[src/rtl/vector_ram_pkg.sv]
// vector_ram_pkg: state type, default widths and the lane-address
// helper shared by the vector RAM initiator and its address generator.
package vector_ram_pkg;

  typedef enum logic [1:0] {
    IDLE,
    ISSUE,
    DRAIN,
    DONE
  } initiator_state_t;

  localparam int VR_VECTOR_LENGTH   = 32;
  localparam int VR_DATA_WIDTH      = 32;
  localparam int VR_PARALLELISM     = 4;
  localparam int VR_MAX_OUTSTANDING = 4;

  // Unwrapped element index; callers truncate to their address width,
  // which gives the modulo-VECTOR_LENGTH wrap for free.
  function automatic logic [31:0] lane_addr(
    input logic [31:0] base,
    input logic [31:0] beat,
    input logic [31:0] par,
    input logic [31:0] lane
  );
    return base + beat * par + lane;
  endfunction

endpackage

[src/rtl/vector_ram_addr_gen.sv]
// vector_ram_addr_gen: latches the base on load, counts beats on step.
// Ports: clk, rst, load, step, base in; beat count, lane addresses out.
module vector_ram_addr_gen
  import vector_ram_pkg::*;
#(
  parameter int VECTOR_LENGTH = VR_VECTOR_LENGTH,
  parameter int PARALLELISM   = VR_PARALLELISM,
  parameter int ADDR_WIDTH    = $clog2(VECTOR_LENGTH),
  parameter int BEAT_WIDTH    = $clog2(VECTOR_LENGTH/PARALLELISM+1)
) (
  input  logic                            clk,
  input  logic                            rst,
  input  logic                            load,
  input  logic                            step,
  input  logic [ADDR_WIDTH-1:0]           base,
  output logic [BEAT_WIDTH-1:0]           beat,
  output logic [PARALLELISM*ADDR_WIDTH-1:0] addr
);

  logic [ADDR_WIDTH-1:0] base_q;

  always_ff @(posedge clk or posedge rst) begin
    if (rst) begin
      base_q <= '0;
      beat   <= '0;
    end else if (load) begin
      base_q <= base;
      beat   <= '0;
    end else if (step) begin
      beat   <= beat + BEAT_WIDTH'(1);
    end
  end

  for (genvar i = 0; i < PARALLELISM; i++) begin : g_lane
    assign addr[i*ADDR_WIDTH +: ADDR_WIDTH] =
      ADDR_WIDTH'(lane_addr(32'(base_q), 32'(beat),
                            32'(PARALLELISM), 32'(i)));
  end

endmodule

[src/rtl/vector_ram_initiator.sv]
// vector_ram_initiator: walks one read/write vector command over vector_ram.
// Ports: cmd_* in, ram_* req/resp, in_* write stream, out_* read stream,
// busy/done status; perf_stall_cycles with VECTOR_RAM_INITIATOR_PERF_EN.
module vector_ram_initiator
  import vector_ram_pkg::*;
#(
  parameter int VECTOR_LENGTH   = VR_VECTOR_LENGTH,
  parameter int DATA_WIDTH      = VR_DATA_WIDTH,
  parameter int PARALLELISM     = VR_PARALLELISM,
  parameter int MAX_OUTSTANDING = VR_MAX_OUTSTANDING,
  localparam int ADDR_WIDTH = $clog2(VECTOR_LENGTH),
  localparam int BEAT_WIDTH = $clog2(VECTOR_LENGTH/PARALLELISM+1),
  localparam int CNT_WIDTH  = $clog2(MAX_OUTSTANDING+1),
  localparam int VW = PARALLELISM*DATA_WIDTH
) (
  input  logic                            clk,
  input  logic                            rst,
  input  logic                            cmd_valid,
  output logic                            cmd_ready,
  input  logic                            cmd_write,
  input  logic [ADDR_WIDTH-1:0]           cmd_base,
  input  logic [BEAT_WIDTH-1:0]           cmd_beats,
  output logic [PARALLELISM*ADDR_WIDTH-1:0] ram_addr,
  output logic [VW-1:0]                   ram_wdata,
  output logic                            ram_write,
  output logic                            ram_valid,
  input  logic                            ram_ready,
  input  logic [VW-1:0]                   ram_rdata,
  input  logic                            ram_rvalid,
  output logic                            ram_rready,
  input  logic [VW-1:0]                   in_data,
  input  logic                            in_valid,
  output logic                            in_ready,
  output logic [VW-1:0]                   out_data,
  output logic                            out_valid,
  input  logic                            out_ready,
  output logic                            out_last,
  output logic                            busy,
`ifdef VECTOR_RAM_INITIATOR_PERF_EN
  output logic [31:0]                     perf_stall_cycles,
`endif
  output logic                            done
);

  initiator_state_t state, nstate;

  logic                  write_q;
  logic [BEAT_WIDTH-1:0] beats_q;
  logic [BEAT_WIDTH-1:0] beat;
  logic [BEAT_WIDTH-1:0] resp_cnt;
  logic [CNT_WIDTH-1:0]  outst;

  logic cmd_fire;
  logic req_fire;
  logic rd_act;
  logic rsp_fire;
  logic last_beat;
  logic rsp_done;
  logic inc;
  logic dec;

  assign cmd_fire  = cmd_valid && cmd_ready;
  assign req_fire  = ram_valid && ram_ready;
  assign rd_act    = !write_q && (state == ISSUE || state == DRAIN);
  assign rsp_fire  = rd_act && ram_rvalid && out_ready;
  assign last_beat = beat == beats_q - BEAT_WIDTH'(1);
  // Look ahead one response so done lands the cycle after the last one.
  assign rsp_done  =
    (resp_cnt + BEAT_WIDTH'(rsp_fire)) == beats_q;

  assign inc = req_fire && !write_q;
  // A protocol-violating extra response must not wrap the counter.
  assign dec = rsp_fire && (outst != '0);

  vector_ram_addr_gen #(
    .VECTOR_LENGTH (VECTOR_LENGTH),
    .PARALLELISM   (PARALLELISM),
    .ADDR_WIDTH    (ADDR_WIDTH),
    .BEAT_WIDTH    (BEAT_WIDTH)
  ) u_addr_gen (
    .clk  (clk),
    .rst  (rst),
    .load (cmd_fire),
    .step (req_fire),
    .base (cmd_base),
    .beat (beat),
    .addr (ram_addr)
  );

  always_ff @(posedge clk or posedge rst) begin
    if (rst) state <= IDLE;
    else     state <= nstate;
  end

  always_comb begin
    nstate = state;
    unique case (state)
      IDLE:
        if (cmd_fire)
          nstate = (cmd_beats == '0) ? DONE : ISSUE;
      ISSUE:
        if (req_fire && last_beat)
          nstate = write_q ? DONE : DRAIN;
      DRAIN:
        if (rsp_done) nstate = DONE;
      DONE:
        nstate = IDLE;
      default:
        nstate = IDLE;
    endcase
  end

  always_comb begin
    cmd_ready = 1'b0;
    ram_valid = 1'b0;
    in_ready  = 1'b0;
    busy      = 1'b1;
    done      = 1'b0;
    unique case (state)
      IDLE: begin
        cmd_ready = 1'b1;
        busy      = 1'b0;
      end
      ISSUE:
        if (write_q) begin
          ram_valid = in_valid;
          in_ready  = ram_ready;
        end else begin
          ram_valid =
            outst < CNT_WIDTH'(MAX_OUTSTANDING);
        end
      DONE:
        done = 1'b1;
      default: ;
    endcase
  end

  assign ram_write  = write_q;
  assign ram_wdata  = in_data;
  assign out_data   = ram_rdata;
  assign out_valid  = rd_act && ram_rvalid;
  assign ram_rready = rd_act ? out_ready : 1'b1;
  assign out_last   = out_valid &&
    (resp_cnt == beats_q - BEAT_WIDTH'(1));

  always_ff @(posedge clk or posedge rst) begin
    if (rst) begin
      write_q  <= 1'b0;
      beats_q  <= '0;
      resp_cnt <= '0;
      outst    <= '0;
    end else if (cmd_fire) begin
      write_q  <= cmd_write;
      beats_q  <= cmd_beats;
      resp_cnt <= '0;
      outst    <= '0;
    end else begin
      if (rsp_fire)
        resp_cnt <= resp_cnt + BEAT_WIDTH'(1);
      if (inc && !dec)
        outst <= outst + CNT_WIDTH'(1);
      else if (dec && !inc)
        outst <= outst - CNT_WIDTH'(1);
    end
  end

`ifdef VECTOR_RAM_INITIATOR_PERF_EN
  logic [31:0] stall_q;
  logic        stall;

  assign stall = (ram_valid && !ram_ready) ||
                 (out_valid && !out_ready);

  always_ff @(posedge clk or posedge rst) begin
    if (rst)
      stall_q <= '0;
    else if (cmd_fire)
      stall_q <= '0;
    else if (stall && stall_q != '1)
      stall_q <= stall_q + 32'd1;
  end

  assign perf_stall_cycles = stall_q;
`endif

endmodule

[config.mk]
export PLATFORM = sky130hd
export DESIGN_NAME = vector_ram_initiator
export DESIGN_NICKNAME = d
export VERILOG_FILES = /design/src/rtl/vector_ram_pkg.sv /design/src/rtl/vector_ram_addr_gen.sv /design/src/rtl/vector_ram_initiator.sv
export SDC_FILE = /design/constraint.sdc
export NUM_CORES = 1
export LEC_CHECK = 0
export CAP_MARGIN = 40
export CORE_AREA = 8 8 213 215
export DETAILED_ROUTE_END_ITERATION = 10
export DIE_AREA = 0 0 221 223
export GPL_ROUTABILITY_DRIVEN = 0
export PLACE_DENSITY_LB_ADDON = 0.2
export SYNTH_ARGS = -nofsm -noshare
export SYNTH_HDL_FRONTEND = slang
export SYNTH_SLANG_ARGS = --single-unit
[constraint.sdc]
create_clock -name clk -period 2.6 [get_ports clk]
set_input_delay 0.65 -clock clk [delete_from_list [all_inputs] [get_ports clk]]
set_output_delay 0.65 -clock clk [all_outputs]
set_load 0.05 [all_outputs]
# ---- After elaboration in Yosys (flattened, before gate mapping)
# Cells that the tools add are included.
dict set report classes {
  order_cmp 1
  shift 0
  muxes 21
  n_reduce_logical 22
  n_bitwise 0
  addsub 10
  multipliers 0
  div 0
  eq_ne 9
}
# operator n
set ops {}
lappend ops {{4-bit 2-to-1 mux} 4}
lappend ops {{4-bit equality test} 3}
lappend ops {{1-bit logical AND} 11}
lappend ops {{5-bit by 2-bit adder with 5-bit output (second input constant)} 2}
lappend ops {{1-bit 2-to-1 mux} 9}
lappend ops {{3-bit 2-to-1 mux} 3}
lappend ops {{4-bit by 1-bit adder with 4-bit output (second input constant)} 2}
lappend ops {{2-bit 2-to-1 mux} 4}
lappend ops {{2-bit case mux with 4 select lines} 1}
lappend ops {{3-bit nonzero test} 2}
lappend ops {{5-bit by 1-bit adder with 5-bit output (second input constant)} 1}
lappend ops {{5-bit adder} 1}
lappend ops {{4-bit by 1-bit adder with 4-bit output} 1}
lappend ops {{2-bit equality test (second input constant)} 2}
lappend ops {{4-bit zero test} 1}
lappend ops {{2-bit != test (second input constant)} 2}
lappend ops {{2-bit nonzero test} 2}
lappend ops {{4-bit by 1-bit subtractor with 4-bit output (second input constant)} 1}
lappend ops {{3-bit by 1-bit adder with 3-bit output (second input constant)} 1}
lappend ops {{1-bit zero test} 3}
lappend ops {{3-bit < comparator (second input constant)} 1}
lappend ops {{3-bit AND reduction} 1}
lappend ops {{3-bit by 1-bit subtractor with 3-bit output (second input constant)} 1}
lappend ops {{2-bit by 1-bit equality test with 1-bit output (second input constant)} 1}
lappend ops {{other kinds (3)} 3}
dict set report totals {
  ff_bits 23
  latch_bits 0
  ram_bits 0
  in_bits 273
  mem_count 0
  output_inout_bits 285
  mem_bits_ro 0
  elab_cells 70
}

# ---- Logic depth before layout (Yosys ltp)
# Gate-level depths: netlist (run 1).
dict set report logic_depth {
  depth_word 10
  ltp_mapped 10
  ltp_nobuf 9
}

# ---- Modules after synthesis
# A second synthesis (run 1) with hierarchy kept.
dict set report hier_totals {
  cells_unflattened 436
  hier_area_um2 3583.4
}
# module seq_area_each_um2 cells_each n_inst area_per_inst_um2
set modules_own_cells {}
lappend modules_own_cells {vector_ram_initiator 350.3 372 1 2961.6}
lappend modules_own_cells {vector_ram_addr_gen 225.2 64 1 621.8}

# ---- Worst setup path after synthesis (run 1)
# OpenSTA, ideal clock, no wires.
dict set report synth_timing {
  kind {reg2out}
  startpoint {register u_addr_gen.beat[0]}
  endpoint {output ram_addr[9]}
  slack_ns -0.693
  arrival_ns 2.643
  t_required_ns 1.950
  n_path_buf 1
  stages_incl_launch_ff 6
  cell_sequence {dfrtp_1 > ha_1 > fa_1 > clkbuf_1 > nand3_1 > xor2_1}
}
dict set report synth_via {
  elab_chain_len 2
}
# element line
set synth_rtl {}
lappend synth_rtl {{from (decl)} vector_ram_addr_gen.sv:16} ;# output logic [BEAT_WIDTH-1:0] beat,
lappend synth_rtl {{from (signal assigned)} vector_ram_addr_gen.sv:30} ;# beat <= beat + BEAT_WIDTH'(1);
lappend synth_rtl {{5-bit adder} --}
lappend synth_rtl {{net ram_addr[3]} vector_ram_initiator.sv:23} ;# output logic [PARALLELISM*ADDR_WIDTH-1:0] ram_addr,
lappend synth_rtl {{5-bit by 1-bit adder with 5-bit output} vector_ram_pkg.sv:25} ;# return base + beat * par + lane;
lappend synth_rtl {{to (decl)} vector_ram_initiator.sv:23}
# The timed path passes the listed nets, and every way through them passes these cells.

# ---- Final worst setup path (run 1)
dict set report layout_timing {
  startpoint {register u_addr_gen.base_q[2]}
  endpoint {output ram_addr[9]}
}
dict set report layout_via {
  elab_chain_len 2
}
# element line
set layout_rtl {}
lappend layout_rtl {{from (decl)} vector_ram_addr_gen.sv:20} ;# logic [ADDR_WIDTH-1:0] base_q;
lappend layout_rtl {{from (signal assigned)} vector_ram_addr_gen.sv:27} ;# base_q <= base;
lappend layout_rtl {{5-bit adder} vector_ram_pkg.sv:25}
lappend layout_rtl {{5-bit by 1-bit adder with 5-bit output} vector_ram_pkg.sv:25}
# Every way passes these cells.

==> results by group, run 1 <==
Min path
  • Hold Path Stages: 2
  • Hold Path Class: flop to flop

Synth
  • Main synth FF type: dfrtp_1
  • Area contributors post-synth: buf_4, dfrtp_1, ha_1
  • Mapped Area: approximately 3600 um^2
  • Synth Instances: 440
  • Ys async rst share: between 90% and 100%
  • Syn avg cell area: ~8.2 um^2
  • Unique masters post-synth: 34
  • Share of the synthesized area in the top cell type: between 50% and 60%
  • Number of synthesized flops with an enable pin: 0
  • Ys Warns: 0
  • Cell taking the most area after synthesis: buf_4
  • Post-synthesis register bit count: 23
  • Register area share after synthesis: about 16%
  • Synth Net Count: about 730

Global route
  • Antenna violations before repair: 0
  • GRT Overall Usage: approximately 6.6%
  • GRT overflow: 0
  • Pin count of the biggest net entering global routing: 25
  • First-pass GRT wire length: about 22000 um
  • Vias in the first global route: between 2000 and 2500

STA
  • Final period util: 104%
  • Final Hold Vio Count: 0
  • Minimum clock period: about 2700 ps
  • Final Max Tran Viols: 0
  • RSZ-0062 raised after global routing: yes
  • Tightest Pin Transition: around 530 ps
  • Slew HR: 64.8%
  • Final worst slack: -93.9 ps
  • Maximum clock frequency: about 370 MHz
  • Endpoints failing setup: 6
  • Worst Skew: between 3 and 4 ps

Die
  • Die height: around 220 um
  • Core ar.: 42300 um^2
  • I/O Pins: approximately 560
  • Num rows: 76
  • DIE AREA: 49300 um^2
  • Starting Density: between 8 and 9%
  • Chip width: around 220 um

Cells and area
  • Layout cells sized above 1: ~28%
  • Nets: approximately 530
  • Finished Cell Area: ~3400 um^2
  • Layout area overhead: -6.51%
  • Final antenna diode count: 0

Setup path
  • Slowest CP cell: dfrtp_1
  • R2R Setup Slk: about 180 ps
  • Critical path launch point type: flop
  • Crit path max-delay family: adder cells
  • R2R depth: 9
  • Crit path required time: roughly 2000 ps
  • Worst path bufs/invs: 2
  • CP Data Arrival Time: a little over 2000 ps
  • Levels on crit path: 7
  • Crit path kind: flop to output port
  • Maximum fanout along the worst path: 3
  • Largest stage delay, worst path: roughly 380 ps
  • Worst path cell trace: ha_2 > fa_2 > xor2_4 > xnor2_4 > buf_12 > xor2_4 > buf_12
  • Setup crit end kind: output port

Clock network
  • CTS tree: done
  • H-tree Lvls: 1
  • CTS Buf Count: 3
  • Clock root buffer: clkbuf_16
  • Clock Latency Late Sink: 260 ps
  • Clock transition at the registers of the reported paths: ~60 ps
  • Clock sink count: 23
  • CTS max path bufs: 2

Placement
  • IO buf count: 45
  • Dpl cell area: between 3000 and 4000 um^2
  • DP Wirelength: about 16000 um
  • Dpl ws: -220 ps

Routing
  • DR vias: between 1500 and 2000
  • Final WL: approximately 17000 um
  • Via density: approximately 2.3
  • DR pass1 iterations: 3
  • Routed len/inst: roughly 22 um
  • 1st-iter DRT viols: 52
  • Detail Route Antenna Nets: 0
  • DRC viols: 0

Status
  • Status: finished with violations
  • Failing checks: negative setup slack

Power and ir drop
  • Worst VDD drop: around 1 mV
  • LEAKAGE: ~0.0012 uW
  • PwrDens: between 1500 and 2000 nW/um^2

Job
  • Max-cap violations: 0
==> flip-flops by register name, indices dropped and copies added, names as in the netlist <==
name	count
beats_q	4
outst	3
ram_write	1
resp_cnt	4
state	2
u_addr_gen.base_q	5
u_addr_gen.beat	4
==> cell usage after synthesis, types with 4 or more instances <==
cell      number
o21ai_0        5
xnor2_1       17
xor2_1        16
inv_1         14
nand3_1        4
nand2_1       30
clkbuf_1       4
buf_4        260
nor2_1        14
ha_1          14
a21oi_1        5
dfrtp_1       23
==> area by class of cell <==
| cell class | instances | area [um^2] |
|---|---|---|
| fill | 4882 | 39000 |
| clock buffer | 3 | 75.1 |
| timing repair buffer | 65 | 768 |
| sequential | 23 | 576 |
| multi-input combinational | 137 | 1200 |
| tap | 546 | 683 |
| clock inverter | 1 | 5.00 |
| inverter | 14 | 52.6 |
==> cell usage in the layout (no fill, tap or decap), types with 2 or more instances in the layout <==
cell type        Yosys  layout
nor3_1               2       2
and2_1               2       2
nand2_1             30      29
buf_6                0       2
a21oi_1              5       5
clkdlybuf4s50_1      0      24
clkbuf_16            0       3
xnor2_1             17      13
nand3_4              0       2
mux2i_1              3       3
nor2b_1              2       2
or4_1                2       2
nor2b_2              2       2
buf_12               0      17
dfrtp_1             23      23
ha_1                14      13
nand3_1              4       2
xnor2_4              0       4
buf_4              260      22
xor2_1              16      12
nand4_1              3       3
o21ai_0              5       5
inv_1               14      13
xor2_4               0       4
nor2_1              14      12
==> worst reg2reg max path: cells and delay by family, from the launching register on <==
family	cells	cell delay (ps)
adders and majority gates	3	740
and+or+nand+nor	2	450
DFF	1	370
AOI/OAI and AO/OA	1	320
xor gates and xnor gates	1	150
muxes	1	150
buffers and inverters	1	110
==> worst paths after layout <==
| path | start | endpoint |
|---|---|---|
| min | u_addr_gen.base_q[2] | u_addr_gen.base_q[2] |
| max in group asynchronous | rst | u_addr_gen.base_q[0] |
| max | u_addr_gen.base_q[2] | ram_addr[9] |
| max reg2reg | state[1] | state[1] |
| min in group asynchronous | rst | u_addr_gen.base_q[4] |
| min reg2reg | u_addr_gen.base_q[2] | u_addr_gen.base_q[2] |
==> metrics by stage <==
stage	utilization (%)	hold WS, ps	TNS [ps]	power, uW	std cells
6_report	7.95	488	-332	5930	789
5_1_grt	7.95	537	-819	6290	789
4_1_cts	7.91	498	-515	6020	789
3_5_place_dp	7.48	483	-966	5350	782
3_3_place_gp	7.48	473	-830	5350	782
2_1_floorplan	-	457	-550	4610	440
==> routing by layer <==
metal	vias to the layer above	routed length (um)	share of wire, %	GRT usage, %
li1	719	-	-	-
met1	730	3470	20	3.69
met5	-	0	0	0.201
met2	335	8650	50	11.7
met3	61	4560	26	8.31
met4	0	572	3.3	2.28
==> logic make-up (layout without fill, tap and decap cells) <==
kind of cell	after synthesis	count (layout)	share of synthesized area, %
buffers and inverters	280	83	56.4
AO/OA/AOI/OAI	18	18	3.83
XOR/XNOR	33	33	8.04
adder cells (fa/ha/maj)	16	16	5.98
flip-flops	23	23	16.0
AND/OR/NAND/NOR	67	67	8.87
multiplexers	3	3	0.835
==> power breakdown <==
part | internal, uW | switching (uW)
Clock | 207 | 134
Combinational | 2180 | 2740
Sequential | 497 | 165
==> repair_timing <==
item                       CTS  global route
resized for setup           10             3
setup endpoints to repair    7            10
hold buffers                 0             0
pin swaps                    6             7
buffers inserted             3             0
No activity file was read; power rests on OpenSTA's default activity.
==> run 2, diff against run 1 <==
--- a/config.mk
+++ b/config.mk
@@ -6,11 +6,12 @@
 export NUM_CORES = 1
 export LEC_CHECK = 0
 export CAP_MARGIN = 40
-export CORE_AREA = 8 8 213 215
+export CORE_AREA = 8 8 214 216
 export DETAILED_ROUTE_END_ITERATION = 10
-export DIE_AREA = 0 0 221 223
+export DIE_AREA = 0 0 222 224
 export GPL_ROUTABILITY_DRIVEN = 0
 export PLACE_DENSITY_LB_ADDON = 0.2
+export SKIP_LAST_GASP = 1
 export SYNTH_ARGS = -nofsm -noshare
 export SYNTH_HDL_FRONTEND = slang
 export SYNTH_SLANG_ARGS = --single-unit
==> constraint.sdc (replaced) <==
create_clock -name clk -period 3.4 [get_ports clk]
set_input_delay 0.85 -clock clk [delete_from_list [all_inputs] [get_ports clk]]
set_output_delay 0.85 -clock clk [all_outputs]
set_load 0.05 [all_outputs]
==> results by group, run 2 (same netlist as run 1, synthesis figures left out) <==
Routing
  • 1st-iter DRT viols: 54 (was 52)
  • DR pass1 iterations: 4 (was 3)
  • Final WL: 11400 um (was 17300 um)
  • Routed len/inst: 14.7 um (was 21.9 um)
  • Detail Route Antenna Nets: 0 (unchanged)
  • Via density: 2.26 (was 2.34)
  • DRC viols: 0 (unchanged)
  • DR vias: 1749 (was 1845)

Setup path
  • Slowest CP cell: clkdlybuf4s50_1 (was dfrtp_1)
  • Worst path cell trace: ha_1 > ha_1 > inv_1 > clkdlybuf4s50_1 (was ha_2 > fa_2 > xor2_4 > xnor2_4 > buf_12 > xor2_4 > buf_12)
  • Crit path required time: 2550 ps (was 1950 ps)
  • Worst path bufs/invs: 2 (unchanged)
  • Critical path launch point type: flop (unchanged)
  • CP Data Arrival Time: 2380 ps (was 2040 ps)
  • Largest stage delay, worst path: 800 ps (was 380 ps)
  • R2R depth: 9 (unchanged)
  • Maximum fanout along the worst path: 8 (was 3)
  • Setup crit end kind: output port (unchanged)
  • Most common cell on crit path: ha_1
  • Crit path max-delay family: buffers and inverters (was adder cells)
  • Levels on crit path: 4 (was 7)
  • Crit path kind: flop to output port (unchanged)

Power and ir drop
  • PwrDens: 1280 nW/um^2 (was 1760 nW/um^2)
  • Worst VDD drop: 0.381 mV (was 0.995 mV)
  • LEAKAGE: 0.00109 uW (was 0.00125 uW)

STA
  • Final Max Tran Viols: 0 (unchanged)
  • Hold_ws: 495 ps (was 488 ps)
  • Final worst slack: 173 ps (was -93.9 ps)
  • Setup TNS: 0 ps (was -332 ps)
  • Endpoints failing setup: 0 (was 6)
  • Final Hold Vio Count: 0 (unchanged)
  • Final period util: between 90% and 100%
  • Tightest Pin Transition: 602 ps (was 526 ps)
  • Worst Skew: 10.1 ps (was 3.95 ps)
  • Maximum clock frequency: roughly 310 MHz
  • Minimum clock period: around 3200 ps
  • Slew HR: 59.8% (was 64.8%)
  • RSZ-0062 raised after global routing: no (was yes)

Cells and area
  • Max FFs per register: 5 (unchanged)
  • Number of cells in the finished layout apart from fillers: 774 (was 789)
  • Most frequent cells in the layout: clkdlybuf4s50_1, nand2_1, dfrtp_1, xnor2_1 (was nand2_1, clkdlybuf4s50_1, dfrtp_1, buf_4, buf_12)
  • Layout cells sized above 1: 13.6% (was 28.4%)
  • Commonest non-fill, non-tap cell in the layout: clkdlybuf4s50_1 (was nand2_1)
  • Final Util: 7.02% (was 7.95%)
  • Most flops, register: u_addr_gen.base_q (unchanged)
  • Final antenna diode count: 0 (unchanged)
  • Nets: 518 (was 533)
  • Layout area overhead: -17.0% (was -6.51%)

Clock network
  • CTS tree: done (unchanged)
  • Clock root buffer: clkbuf_16 (unchanged)
  • CTS Buf Count: 3 (unchanged)
  • Clock transition at the registers of the reported paths: 70 ps (was 60 ps)
  • # hold bufs at CTS: 0 (unchanged)
  • H-tree Lvls: 1 (unchanged)
  • Clock Latency Late Sink: 270 ps (was 260 ps)
  • CTS max path bufs: 2 (unchanged)
  • Clock sink count: 23 (unchanged)

Global route
  • First-pass GRT wire length: 15100 um (was 22000 um)
  • Pin count of the biggest net entering global routing: 27 (was 25)
  • Antenna violations before repair: 0 (unchanged)
  • GRT overflow: 0 (unchanged)
  • GRT Overall Usage: 4.33% (was 6.61%)
  • Vias in the first global route: 2044 (was 2100)

Status
  • Status: finished clean (was finished with violations)

Die
  • DIE AREA: 49700 um^2 (was 49300 um^2)
  • Die height: 224 um (was 223 um)
  • I/O Pins: 558 (unchanged)
  • Starting Density: 8.46% (was 8.50%)
  • Chip width: 222 um (was 221 um)
  • Core ar.: 42500 um^2 (was 42300 um^2)
  • Num rows: 76 (unchanged)

Min path
  • Hold Path Stages: 2 (unchanged)
  • Hold Path Class: flop to flop (unchanged)

Placement
  • DP Wirelength: 9600 um (was 15700 um)
  • IO buf count: 45 (unchanged)
  • Dpl ws: 278 ps (was -220 ps)
  • Placed insts: 770 (was 782)

Job
  • Max-cap violations: 0 (unchanged)
[run 2: per-stage QoR]
stage,power [uW],cell area [um^2]
2_1_floorplan,3220,3610
3_3_place_gp,3640,2900
3_5_place_dp,3620,2900
4_1_cts,3930,2990
5_1_grt,4080,2990
6_report,3820,2990
[run 2: worst paths after layout]
path / start / slack [ps] / to
worst max-delay path: u_addr_gen.beat[0] / 170 / ram_addr[12]
worst min-delay path: u_addr_gen.base_q[2] / 490 / u_addr_gen.base_q[2]
worst max register to register: state[0] / 760 / state[0]
worst min register to register: u_addr_gen.base_q[2] / 490 / u_addr_gen.base_q[2]
max in group asynchronous: rst / 2110 / u_addr_gen.beat[3]
min in group asynchronous: rst / 1010 / beats_q[0]
[run 2: cell type report]
| cell class | count | area [um^2] |
|---|---|---|
| Clock buffer | 3 | 75.1 |
| Clock inverter | 1 | 7.51 |
| Fill cell | 4903 | 39500 |
| Inverter | 14 | 52.6 |
| Multi-Input combinational cell | 137 | 1010 |
| Sequential cell | 23 | 576 |
| Tap cell | 546 | 683 |
| Timing Repair Buffer | 50 | 578 |
[run 2: power by group]
group / switching (uW) / internal, uW
sequential: 158 / 379
clock: 125 / 161
combinational: 1850 / 1150
total: 2130 / 1690
[run 2: repair_timing]
action,4_1_cts,5_1_grt
gates resized for setup,1,0
setup buffers,0,0
endpoints found under the setup margin,1,0
[run 2: worst register-to-register path: stages (launching register included)]
cell,delay (ps)
dfrtp_1,420
inv_1,120
ha_1,360
and4b_1,250
ha_1,200
ha_1,290
xor2_1,140
o41ai_1,400
nand3_1,190
o221ai_1,190
[run 2: layer usage]
layer,part of all wire [%],wire length (um),global-route usage [%]
met5,0,0,0
met2,51,5760,7.42
met3,14,1550,2.46
met1,26,2910,3.11
met4,10,1150,5.09
==> run 3, diff against run 2 <==
--- a/config.mk
+++ b/config.mk
@@ -15,3 +15,4 @@
 export SYNTH_ARGS = -nofsm -noshare
 export SYNTH_HDL_FRONTEND = slang
 export SYNTH_SLANG_ARGS = --single-unit
+export TNS_END_PERCENT = 1
==> results by group, run 3 (same netlist as run 1, synthesis figures left out) <==
Die
  • I/O Pins: 558 (unchanged)
  • Core ar.: 42500 um^2 (unchanged)
  • Starting Density: 8.46% (unchanged)
  • Die height: 224 um (unchanged)
  • Chip width: 222 um (unchanged)
  • Num rows: 76 (unchanged)
  • DIE AREA: 49700 um^2 (unchanged)

STA
  • Worst Skew: 3.61 ps (was 10.1 ps)
  • Slew HR: 59.4% (was 59.8%)
  • RSZ-0062 raised after global routing: no (unchanged)
  • Final Max Tran Viols: 0 (unchanged)
  • Minimum clock period: 3180 ps (was 3230 ps)
  • Tightest Pin Transition: 608 ps (was 602 ps)
  • Final period util: 93.6% (was 94.9%)
  • Endpoints failing setup: 0 (unchanged)
  • Maximum clock frequency: 314 MHz (was 310 MHz)
  • Final Hold Vio Count: 0 (unchanged)

Cells and area
  • Most flops, register: u_addr_gen.base_q (unchanged)
  • Commonest non-fill, non-tap cell in the layout: clkdlybuf4s50_1 (unchanged)
  • Final Util: 6.92% (was 7.02%)
  • Final antenna diode count: 0 (unchanged)
  • Max FFs per register: 5 (unchanged)
  • Number of cells in the finished layout apart from fillers: 775 (was 774)
  • Layout cells sized above 1: 13.1% (was 13.6%)
  • Finished Cell Area: 2940 um^2 (was 2990 um^2)
  • Most frequent cells in the layout: clkdlybuf4s50_1, nand2_1, dfrtp_1, xnor2_1, xor2_1 (was clkdlybuf4s50_1, nand2_1, dfrtp_1, xnor2_1)
  • Layout area overhead: -18.2% (was -17.0%)
  • Nets: 519 (was 518)

Setup path
  • Crit Reg-Reg Startpoint: state[0] (unchanged)
  • Slowest CP cell: clkdlybuf4s50_1 (unchanged)
  • Levels on crit path: 4 (unchanged)
  • Crit path max-delay family: buffers and inverters (unchanged)
  • Worst Setup EP: ram_addr[12] (unchanged)
  • Crit path required time: 2550 ps (about the same)
  • Setup crit end kind: output port (unchanged)
  • R2R depth: 9 (unchanged)
  • Critical path launch point type: flop (unchanged)
  • Most common cell on crit path: ha_1 (unchanged)
  • Worst setup path start: u_addr_gen.beat[0] (unchanged)
  • Largest stage delay, worst path: 790 ps (was 800 ps)
  • Worst path cell trace: ha_1 > ha_1 > inv_1 > clkdlybuf4s50_1 (unchanged)
  • Crit path kind: flop to output port (unchanged)
  • R2R Setup Slk: 770 ps (was 760 ps)
  • Maximum fanout along the worst path: 5 (was 8)
  • Reg-to-Reg End: state[0] (unchanged)
  • Worst path bufs/invs: 2 (unchanged)
  • CP Data Arrival Time: 2330 ps (was 2380 ps)

Placement
  • DP Wirelength: 9820 um (was 9600 um)
  • Dpl cell area: 2860 um^2 (was 2900 um^2)
  • Placed insts: 771 (was 770)
  • IO buf count: 45 (unchanged)

Clock network
  • CTS tree: done (unchanged)
  • Clock transition at the registers of the reported paths: 80 ps (was 70 ps)
  • Post_cts resized: 0 (was 1)
  • Clock Latency Late Sink: 280 ps (was 270 ps)
  • CTS max path bufs: 2 (unchanged)
  • # hold bufs at CTS: 0 (unchanged)
  • Setup bufs post-CTS: 0 (unchanged)
  • CTS Buf Count: 3 (unchanged)
  • Clock root buffer: clkbuf_16 (unchanged)
  • Clock sink count: 23 (unchanged)
  • H-tree Lvls: 1 (unchanged)

Global route
  • GRT overflow: 0 (unchanged)
  • Pin count of the biggest net entering global routing: 27 (unchanged)
  • First-pass GRT wire length: 15800 um (was 15100 um)
  • Vias in the first global route: 2067 (was 2044)
  • Antenna violations before repair: 0 (unchanged)
  • GRT Overall Usage: 4.50% (was 4.33%)

Job
  • Max-cap violations: 0 (unchanged)

Routing
  • DR vias: 1792 (was 1749)
  • Routed len/inst: 15.3 um (was 14.7 um)
  • 1st-iter DRT viols: 33 (was 54)
  • Detail Route Antenna Nets: 0 (unchanged)
  • Via density: 2.31 (was 2.26)
  • Final WL: 11800 um (was 11400 um)
  • DR pass1 iterations: 4 (unchanged)
  • DRC viols: 0 (unchanged)

Status
  • Status: finished clean (unchanged)

Power and ir drop
  • LEAKAGE: 0.00107 uW (was 0.00109 uW)
  • PwrDens: 1240 nW/um^2 (was 1280 nW/um^2)
  • Worst VDD drop: 0.446 mV (was 0.381 mV)

Min path
  • Hold Path Class: flop to flop (unchanged)
run 3: changes by cell type in the layout (fill, tap and decap cells not counted), sizes merged:
cell / before / now
buf: 19 / 20
run 3: how the worst min path moves through the flow:
stage                               from              endpoint  cells past startpoint
global placement    u_addr_gen.base_q[2]  u_addr_gen.base_q[2]                      2
floorplan           u_addr_gen.base_q[2]  u_addr_gen.base_q[2]                      2
CTS                 u_addr_gen.base_q[4]  u_addr_gen.base_q[4]                      2
finish              u_addr_gen.base_q[4]  u_addr_gen.base_q[4]                      2
detailed placement  u_addr_gen.base_q[4]  u_addr_gen.base_q[4]                      2
global route        u_addr_gen.base_q[4]  u_addr_gen.base_q[4]                      2
run 3: metal layers:
| layer | up-vias | track usage (%) | part of all wire [%] |
|---|---|---|---|
| met5 | - | 0 | 0 |
| met4 | 0 | 5.67 | 11 |
| met3 | 131 | 2.88 | 16 |
| met2 | 206 | 7.07 | 46 |
| met1 | 773 | 3.41 | 27 |
| li1 | 682 | - | - |
run 3: layout make-up:
cell class,count,area (um^2)
fillers,4914,39600
multi-input cells,137,998
well taps,546,683
flip-flops and latches,23,576
repair buffers,51,548
clock buffers,3,75.1
inverters,14,52.6
clock inverters,1,7.51
run 3: tightest hold or removal path, cell delays in order (launching register included):
cell and delay [ps]:
dfrtp_1 360, nand2_1 60, nand2_1 50
run 3: stage by stage:
stage | setup WS [ps] | hold WS, ps | TNS (ps) | power (uW)
3_5_place_dp | 337 | 493 | 0 | 3430
6_report | 217 | 502 | 0 | 3640
2_1_floorplan | -90.6 | 450 | -90.6 | 3210
5_1_grt | 106 | 530 | 0 | 3900
3_3_place_gp | 326 | 493 | 0 | 3450
4_1_cts | 147 | 514 | 0 | 3750
run 3: report_power, final:
group	internal [uW]	switching (uW)
Sequential	379	163
Clock	161	141
Combinational	1010	1780
Total	1560	2090
